## src/rtl/pulse_train_controller.sv

```systemverilog
// pulse_train_controller
// Issues finite bursts of one-cycle pulses. Each command carries a period P
// (pulse spacing of P+1 enabled cycles) and a count C (number of pulses).
// A running burst ends on its last pulse (done) or on abort (aborted).
//
// Command handshake: a command transfers on any rising edge where
// cmd_valid_i && cmd_ready_o. The source holds cmd_period_i/cmd_count_i
// stable while cmd_valid_i is high and not yet accepted. cmd_ready_o is
// combinational and is high only in IDLE with abort_i low, so an abort in
// IDLE also blocks acceptance for that cycle.
module pulse_train_controller #(
    parameter int PW = 8,
    parameter int CW = 8
) (
    input  logic          clk,
    input  logic          rst,
    input  logic          ena_i,
    input  logic          cmd_valid_i,
    output logic          cmd_ready_o,
    input  logic [PW-1:0] cmd_period_i,
    input  logic [CW-1:0] cmd_count_i,
    input  logic          abort_i,
    output logic          pulse_o,
    output logic          done_o,
    output logic          aborted_o,
    output logic          busy_o,
    output logic [CW-1:0] remaining_o,
    output logic          state_o
);

    typedef enum logic {
        ST_IDLE = 1'b0,
        ST_RUN  = 1'b1
    } state_t;

    state_t        state_q;
    logic [PW-1:0] period_q;
    logic [PW-1:0] counter_q;
    logic [CW-1:0] remaining_q;
    logic          pulse_q;
    logic          done_q;
    logic          aborted_q;
    logic          busy_q;

    // Next-value helpers. counter_d is only used while counter_q < period_q,
    // and remaining_d only while remaining_q >= 1, so neither wraps.
    logic [PW-1:0] counter_d;
    logic [CW-1:0] remaining_d;
    logic          period_end;
    logic          last_pulse;
    logic          accept;

    assign counter_d   = counter_q + PW'(1);
    assign remaining_d = remaining_q - CW'(1);
    assign period_end  = (counter_q == period_q);
    assign last_pulse  = (remaining_q == CW'(1));
    assign accept      = cmd_valid_i && cmd_ready_o;

    // Ready is the only combinational output: IDLE and no abort this cycle.
    assign cmd_ready_o = (state_q == ST_IDLE) && !abort_i;

    // Control FSM; every status output is a register updated here.
    always_ff @(posedge clk) begin
        if (rst) begin
            state_q     <= ST_IDLE;
            period_q    <= '0;
            counter_q   <= '0;
            remaining_q <= '0;
            pulse_q     <= 1'b0;
            done_q      <= 1'b0;
            aborted_q   <= 1'b0;
            busy_q      <= 1'b0;
        end else begin
            pulse_q   <= 1'b0;
            done_q    <= 1'b0;
            aborted_q <= 1'b0;
            case (state_q)
                ST_IDLE: begin
                    if (accept) begin
                        if (cmd_count_i == '0) begin
                            // Empty burst completes immediately without a pulse.
                            done_q <= 1'b1;
                        end else begin
                            period_q    <= cmd_period_i;
                            remaining_q <= cmd_count_i;
                            counter_q   <= '0;
                            busy_q      <= 1'b1;
                            state_q     <= ST_RUN;
                        end
                    end
                end
                ST_RUN: begin
                    if (abort_i) begin
                        // Abort wins over a coincident terminal count.
                        counter_q   <= '0;
                        remaining_q <= '0;
                        aborted_q   <= 1'b1;
                        busy_q      <= 1'b0;
                        state_q     <= ST_IDLE;
                    end else if (ena_i) begin
                        if (period_end) begin
                            counter_q   <= '0;
                            pulse_q     <= 1'b1;
                            remaining_q <= remaining_d;
                            if (last_pulse) begin
                                done_q  <= 1'b1;
                                busy_q  <= 1'b0;
                                state_q <= ST_IDLE;
                            end
                        end else begin
                            counter_q <= counter_d;
                        end
                    end
                end
                default: begin
                    state_q <= ST_IDLE;
                    busy_q  <= 1'b0;
                end
            endcase
        end
    end

    assign pulse_o     = pulse_q;
    assign done_o      = done_q;
    assign aborted_o   = aborted_q;
    assign busy_o      = busy_q;
    assign remaining_o = remaining_q;
    assign state_o     = state_q;

    // Structural invariants of the counter and strobes.
    always_ff @(posedge clk) begin
        if (!rst) begin
            assert (counter_q <= period_q)
                else $error("period counter beyond latched period");
            assert (busy_q == (state_q == ST_RUN))
                else $error("busy out of step with state");
            assert (!(pulse_q && aborted_q))
                else $error("pulse and aborted strobes together");
            assert (!((state_q == ST_RUN) && (remaining_q == '0)))
                else $error("running with nothing remaining");
        end
    end

endmodule

```

## config.mk

```make
export PLATFORM = sky130hd
export DESIGN_NAME = pulse_train_controller
export DESIGN_NICKNAME = d
export VERILOG_FILES = /design/src/rtl/pulse_train_controller.sv
export SDC_FILE = /design/constraint.sdc
export NUM_CORES = 1
export LEC_CHECK = 0
export ABC_AREA = 0
export CAP_MARGIN = 20
export CORE_ASPECT_RATIO = 1.2
export CORE_MARGIN = 5
export CORE_UTILIZATION = 52
export CTS_BUF_LIST = sky130_fd_sc_hd__clkbuf_4 sky130_fd_sc_hd__clkbuf_8
export DETAILED_ROUTE_END_ITERATION = 16
export GPL_TIMING_DRIVEN = 0
export PLACE_DENSITY = 0.85
export RECOVER_POWER = 100
export SETUP_SLACK_MARGIN = 0.2
export SYNTH_ARGS = -nofsm -noshare
export SYNTH_HDL_FRONTEND = slang
export SYNTH_SLANG_ARGS = --single-unit
export TNS_END_PERCENT = 20
```

## constraint.sdc

```tcl
create_clock -name clk -period 2.6 [get_ports clk]
set_clock_uncertainty 0.15 [all_clocks]
set_input_delay 0.52 -clock clk [delete_from_list [all_inputs] [get_ports clk]]
set_output_delay 0.52 -clock clk [all_outputs]
set_load 0.05 [all_outputs]
```

After elaboration in Yosys (flattened, before gate mapping)
Index checks and enable logic that the tools add are counted.
- register bits: 29
- input port bits: 21
- logic and storage cells: 65
- output and inout bits: 14
- eq/ne operators: 7
- multiplexer cells: 35
- reductions and logical operators: 10
- add/sub/neg operators: 2
- bitwise logic cells: 3
- operators by type and width (operator ; number):
    $mux 8 ; 10
    $pmux 8 s2 ; 2
    $mux 1 ; 20
    $add 8x1->8 const B ; 1
    $eq 8x1->1 const B ; 1
    $eq 8x8->1 ; 1
    $logic_not 8->1 ; 1
    $sub 8x1->8 const B ; 1
    $ne 3x2->1 const B ; 2
    $pmux 1 s2 ; 3
    $reduce_and 3->1 ; 2
    $reduce_and 5->1 ; 1
    $ne 2x2->1 const B ; 2
    $reduce_and 4->1 ; 1
    $reduce_or 4->1 ; 1
    $ne 3x3->1 const B ; 1
    $not 1->1 ; 3
    $logic_and 1x1->1 ; 2
    $reduce_or 2->1 ; 1
    $logic_not 1->1 ; 1

Logic depth before layout (Yosys ltp)
- depth in word-level cells: 6
- depth in mapped cells: 7

Worst setup path after synthesis
OpenSTA, ideal clock, no wires.
- kind: register to register
- start point: reg state_q (netlist: state_o)
- end point: reg remaining_q[5] (netlist: remaining_o[5])
- buffers on the path: 2
- stages on the path, launching flop included: 8
- arrival: 2401 ps
- path slack: -70 ps
- clock period less this slack: 2670 ps
- data required time: 2331 ps
- path through: dfxtp_1 buf_2 nor2_1 o211a_1 nor2_4 or2_1 buf_6 o221a_1
- cells in the longest elaborated chain, start to end: 5
- elaborated cells on any way between the ends: 9
- RTL lines (what ; RTL line ; RTL):
    start, declared ; 36 ; state_t state_q;
    start signal, assigned ; 65 ; state_q <= ST_IDLE;
    start signal, assigned ; 88 ; state_q <= ST_RUN;
    start signal, assigned ; 99 ; state_q <= ST_IDLE;
    $not 1->1 (no source line) ; -- ;
    $logic_and 1x1->1 ; 60 ; assign cmd_ready_o = (state_q == ST_IDLE) && !abort_i;
    via cmd_ready_o ; 19 ; output logic cmd_ready_o,
    $logic_and 1x1->1 ; 57 ; assign accept = cmd_valid_i && cmd_ready_o;
    $ne 2x2->1 (no source line) ; -- ;
    $reduce_and 4->1 (no source line) ; -- ;
    end signal, assigned ; 85 ; remaining_q <= cmd_count_i;
    end signal, assigned ; 104 ; remaining_q <= remaining_d;
    end, declared ; 39 ; logic [CW-1:0] remaining_q;
The timed path passes the listed nets, and every way through them passes these cells.
A chain may end at the register's enable or synchronous reset.

Worst setup path after layout
- start point: in abort_i
- end point: out cmd_ready_o
- cells in the longest elaborated chain, start to end: 2
- RTL lines (what ; RTL line ; RTL):
    start, declared ; 22 ; input logic abort_i,
    $logic_not 1->1 ; 60 ;
    $logic_and 1x1->1 ; 60 ;
    end, declared ; 19 ;
No other way between the ends.

==> results by group <==
Placement
  • Routability cong.: just over 0.9
  • Post-DP HPWL: about 3.0 mm
  • Cells after DPL: around 260
  • IO Port Bufs: 34

Clocking
  • Skew-Pair Late Insertion Delay: 0.33 ns
  • Clock Sinks: 29
  • Longest Clk Path Bufs: 2
  • TritonCTS clock tree: done
  • Root buffer cell: clkbuf_4
  • CTS Buf Count: 5
  • Clock transition at path regs: ~0.090 ns
  • Number of hold buffers added after CTS: 0
  • H-tree levels: 2

Finish
  • Commonest non-fill, non-tap cell in the layout: dfxtp_1
  • Layout cell share with drive strength beyond 1: 0.1013
  • Antenna cell count: 0
  • Area Overhead vs Synth: 29.60%
  • Layout Nets: 260
  • Fill cells: roughly 280
  • Commonest cells after routing, fill and taps aside: 29 x dfxtp_1, 24 x nor2_1, 18 x clkdlybuf4s50_1
  • Post-route insts no fill: around 270

Worst setup path
  • FF-to-FF Start: counter_q[4]$_SDFFE_PP0P_
  • CP startpoint: abort_i
  • Worst EP required: roughly 1.9 ns
  • R2R depth: 6
  • WS Path Type: in -> out
  • Worst setup EP type: primary output
  • Startpoint types: primary input
  • Reg2Reg Setup Slack: 0.42 ns
  • Crit Path Max Fanout: 7
  • Crit path DAT: roughly 1.8 ns
  • Critical path capture point: cmd_ready_o
  • End of the worst register-to-register path: remaining_o[4]$_SDFFE_PP0P_

Synthesis
  • Post-synth EDFFs: 0
  • Synth area leader: dfxtp_1
  • Area share of the leading cell type in the synthesized netlist: 0.3634
  • Synthesized instance count: roughly 190
  • Post-Syn Nets: roughly 220
  • Yosys cell types: between 40 and 50
  • Largest cells by area after synthesis: dfxtp_1 36%, nor2_1 6.1%, mux2i_1 5.0%
  • Synth Warn #: 0
  • Prevailing post-synth register cell: dfxtp_1
  • Synthesized area: ~1600 um2
  • Asr flop ratio synth: 0
  • Sequential area share after synthesis: 0.3634
  • Mean Syn Cell Area: around 8.3 um2
  • Seq cells post-synth: 29

Die
  • Die area: ~4300 um2
  • Die W: between 60 and 70 um
  • Core ar.: around 3000 um2
  • Rows: 22
  • I/O Pins: 35
  • Starting Density: 0.5325
  • Die Ht: roughly 71 um

GRT
  • Vias in the first global route: between 1500 and 2000
  • First-pass GRT wire length: approximately 7 mm
  • Total GRT Usage: 0.2094
  • Initial antenna violation count: 0
  • GRT Residual Overflow: 0
  • Pin count of the biggest net entering global routing: 11

STA
  • Hold Slack: between 0.3 and 0.4 ns
  • Final period util: 0.9313
  • Tmin final: 2.421 ns
  • # setup viols final: 0
  • Fmax: between 400 and 500 MHz
  • Final Hold Vio Count: 0
  • Worst-Margin Slew: 0.7098 ns
  • Slew HR: 0.5218
  • Unrepaired setup endpoints after global routing: no
  • Max Slew Vio Count: 0

Detailed routing
  • Final wirelength: 4.271 mm
  • Routed vias/inst: ~6
  • Vias: roughly 1600
  • DR iter-0 viols: roughly 140
  • Pre-antenna DRT Iters: 4
  • Final ANT Viol Nets: 0
  • Avg WL per Cell: between 15 and 20 um
  • Drt drc: 0

Power and ir drop
  • Max IR drop VDD: between 0.4 and 0.5 mV
  • Design Power: around 1.1 mW
  • Pwr Density: a little over 500 nW/um2
  • Pleak: slightly above 0.8 nW

Flow run
  • Max-cap violations: 0

Worst hold path
  • Worst hold path class: reg -> reg

Outcome
  • Status: finished, final reports clean
cells by family after synthesis:
logic type,synth area share
and+or+nand+nor,0.2537
buffers and inverters,0.04855
muxes,0.05012
AOI/OAI and AO/OA,0.2060
xor gates and xnor gates,0.05482
DFF,0.3634
adders and majority gates,0.02350
cell type report:
| class | instances | area, um2 | area share |
|---|---|---|---|
| Buffer | 10 | 53.80 | 0.02598 |
| Multi-Input combinational cell | 146 | 944.7 | 0.4562 |
| Tap cell | 36 | 45.04 | 0.02175 |
| Sequential cell | 29 | 580.6 | 0.2804 |
| Timing Repair Buffer | 37 | 360.3 | 0.1740 |
| Clock buffer | 8 | 60.06 | 0.02900 |
| Inverter | 7 | 26.28 | 0.01269 |
worst max-delay path: stages:
cell and delay (ns):
dlygate4sd3_1 0.65, nor2_2 0.19, clkdlybuf4s15_2 0.39
cells in the mapped netlist, types with 3 or more instances:
cell type / number
a211oi_1: 5
a21oi_1: 13
a22oi_1: 4
a31oi_1: 3
clkbuf_1: 6
dfxtp_1: 29
ha_1: 3
inv_1: 7
mux2i_1: 8
nand2_1: 14
nand3_1: 8
nor2_1: 26
nor2b_1: 6
nor3_1: 8
o21ai_0: 7
o31ai_1: 4
xor2_1: 8
metal layers:
| layer | GRT usage | routed length [um] |
|---|---|---|
| met1 | 0.2304 | 1745 |
| met3 | 0.05839 | 255 |
| met4 | 0.1012 | 91 |
| met2 | 0.3579 | 2179 |
| met5 | 0 | 0 |
metrics by stage:
step                      setup slack, ns  area (um2)    util  setup TNS, ns
after CTS                          0.1825        2047  0.6822              0
final                              0.1786        2071  0.6902              0
after global routing               0.1293        2071  0.6902              0
after detailed placement          -0.1667        1986  0.6618         -1.893
after global placement            -0.1643        1986  0.6618         -1.132
after floorplan                    0.2092        1600       -              0
what timing repair did:
item	in CTS	in global routing
setup buffers	0	3
gates cloned	0	0
setup endpoints to repair	4	13
endpoints found under the hold margin	0	0
pin swaps	0	1
resized for setup	3	5
sequential cells by signal, indices dropped and copies added (netlist names):
| signal | cells |
|---|---|
| state_o | 1 |
| done_o | 1 |
| busy_o | 1 |
| aborted_o | 1 |
| remaining_o | 8 |
| period_q | 8 |
| pulse_o | 1 |
| counter_q | 8 |
power by group:
part / switching [mW] / total [mW] / internal, mW
combinational: 0.172 / 0.285 / 0.113
sequential: 0.0183 / 0.482 / 0.464
clock: 0.155 / 0.294 / 0.139
worst min path at each step:
stage,from,endpoint,slack (ns),cells after the start
after floorplan,counter_q[1]$_SDFFE_PP0P_,counter_q[1]$_SDFFE_PP0P_,0.32,2
after global placement,counter_q[7]$_SDFFE_PP0P_,counter_q[7]$_SDFFE_PP0P_,0.34,2
after detailed placement,counter_q[7]$_SDFFE_PP0P_,counter_q[7]$_SDFFE_PP0P_,0.35,2
after CTS,busy_o$_SDFFE_PP0P_,busy_o$_SDFFE_PP0P_,0.37,2
after global routing,busy_o$_SDFFE_PP0P_,busy_o$_SDFFE_PP0P_,0.38,2
final,busy_o$_SDFFE_PP0P_,busy_o$_SDFFE_PP0P_,0.36,2
No activity file was read; power rests on OpenSTA's default activity.
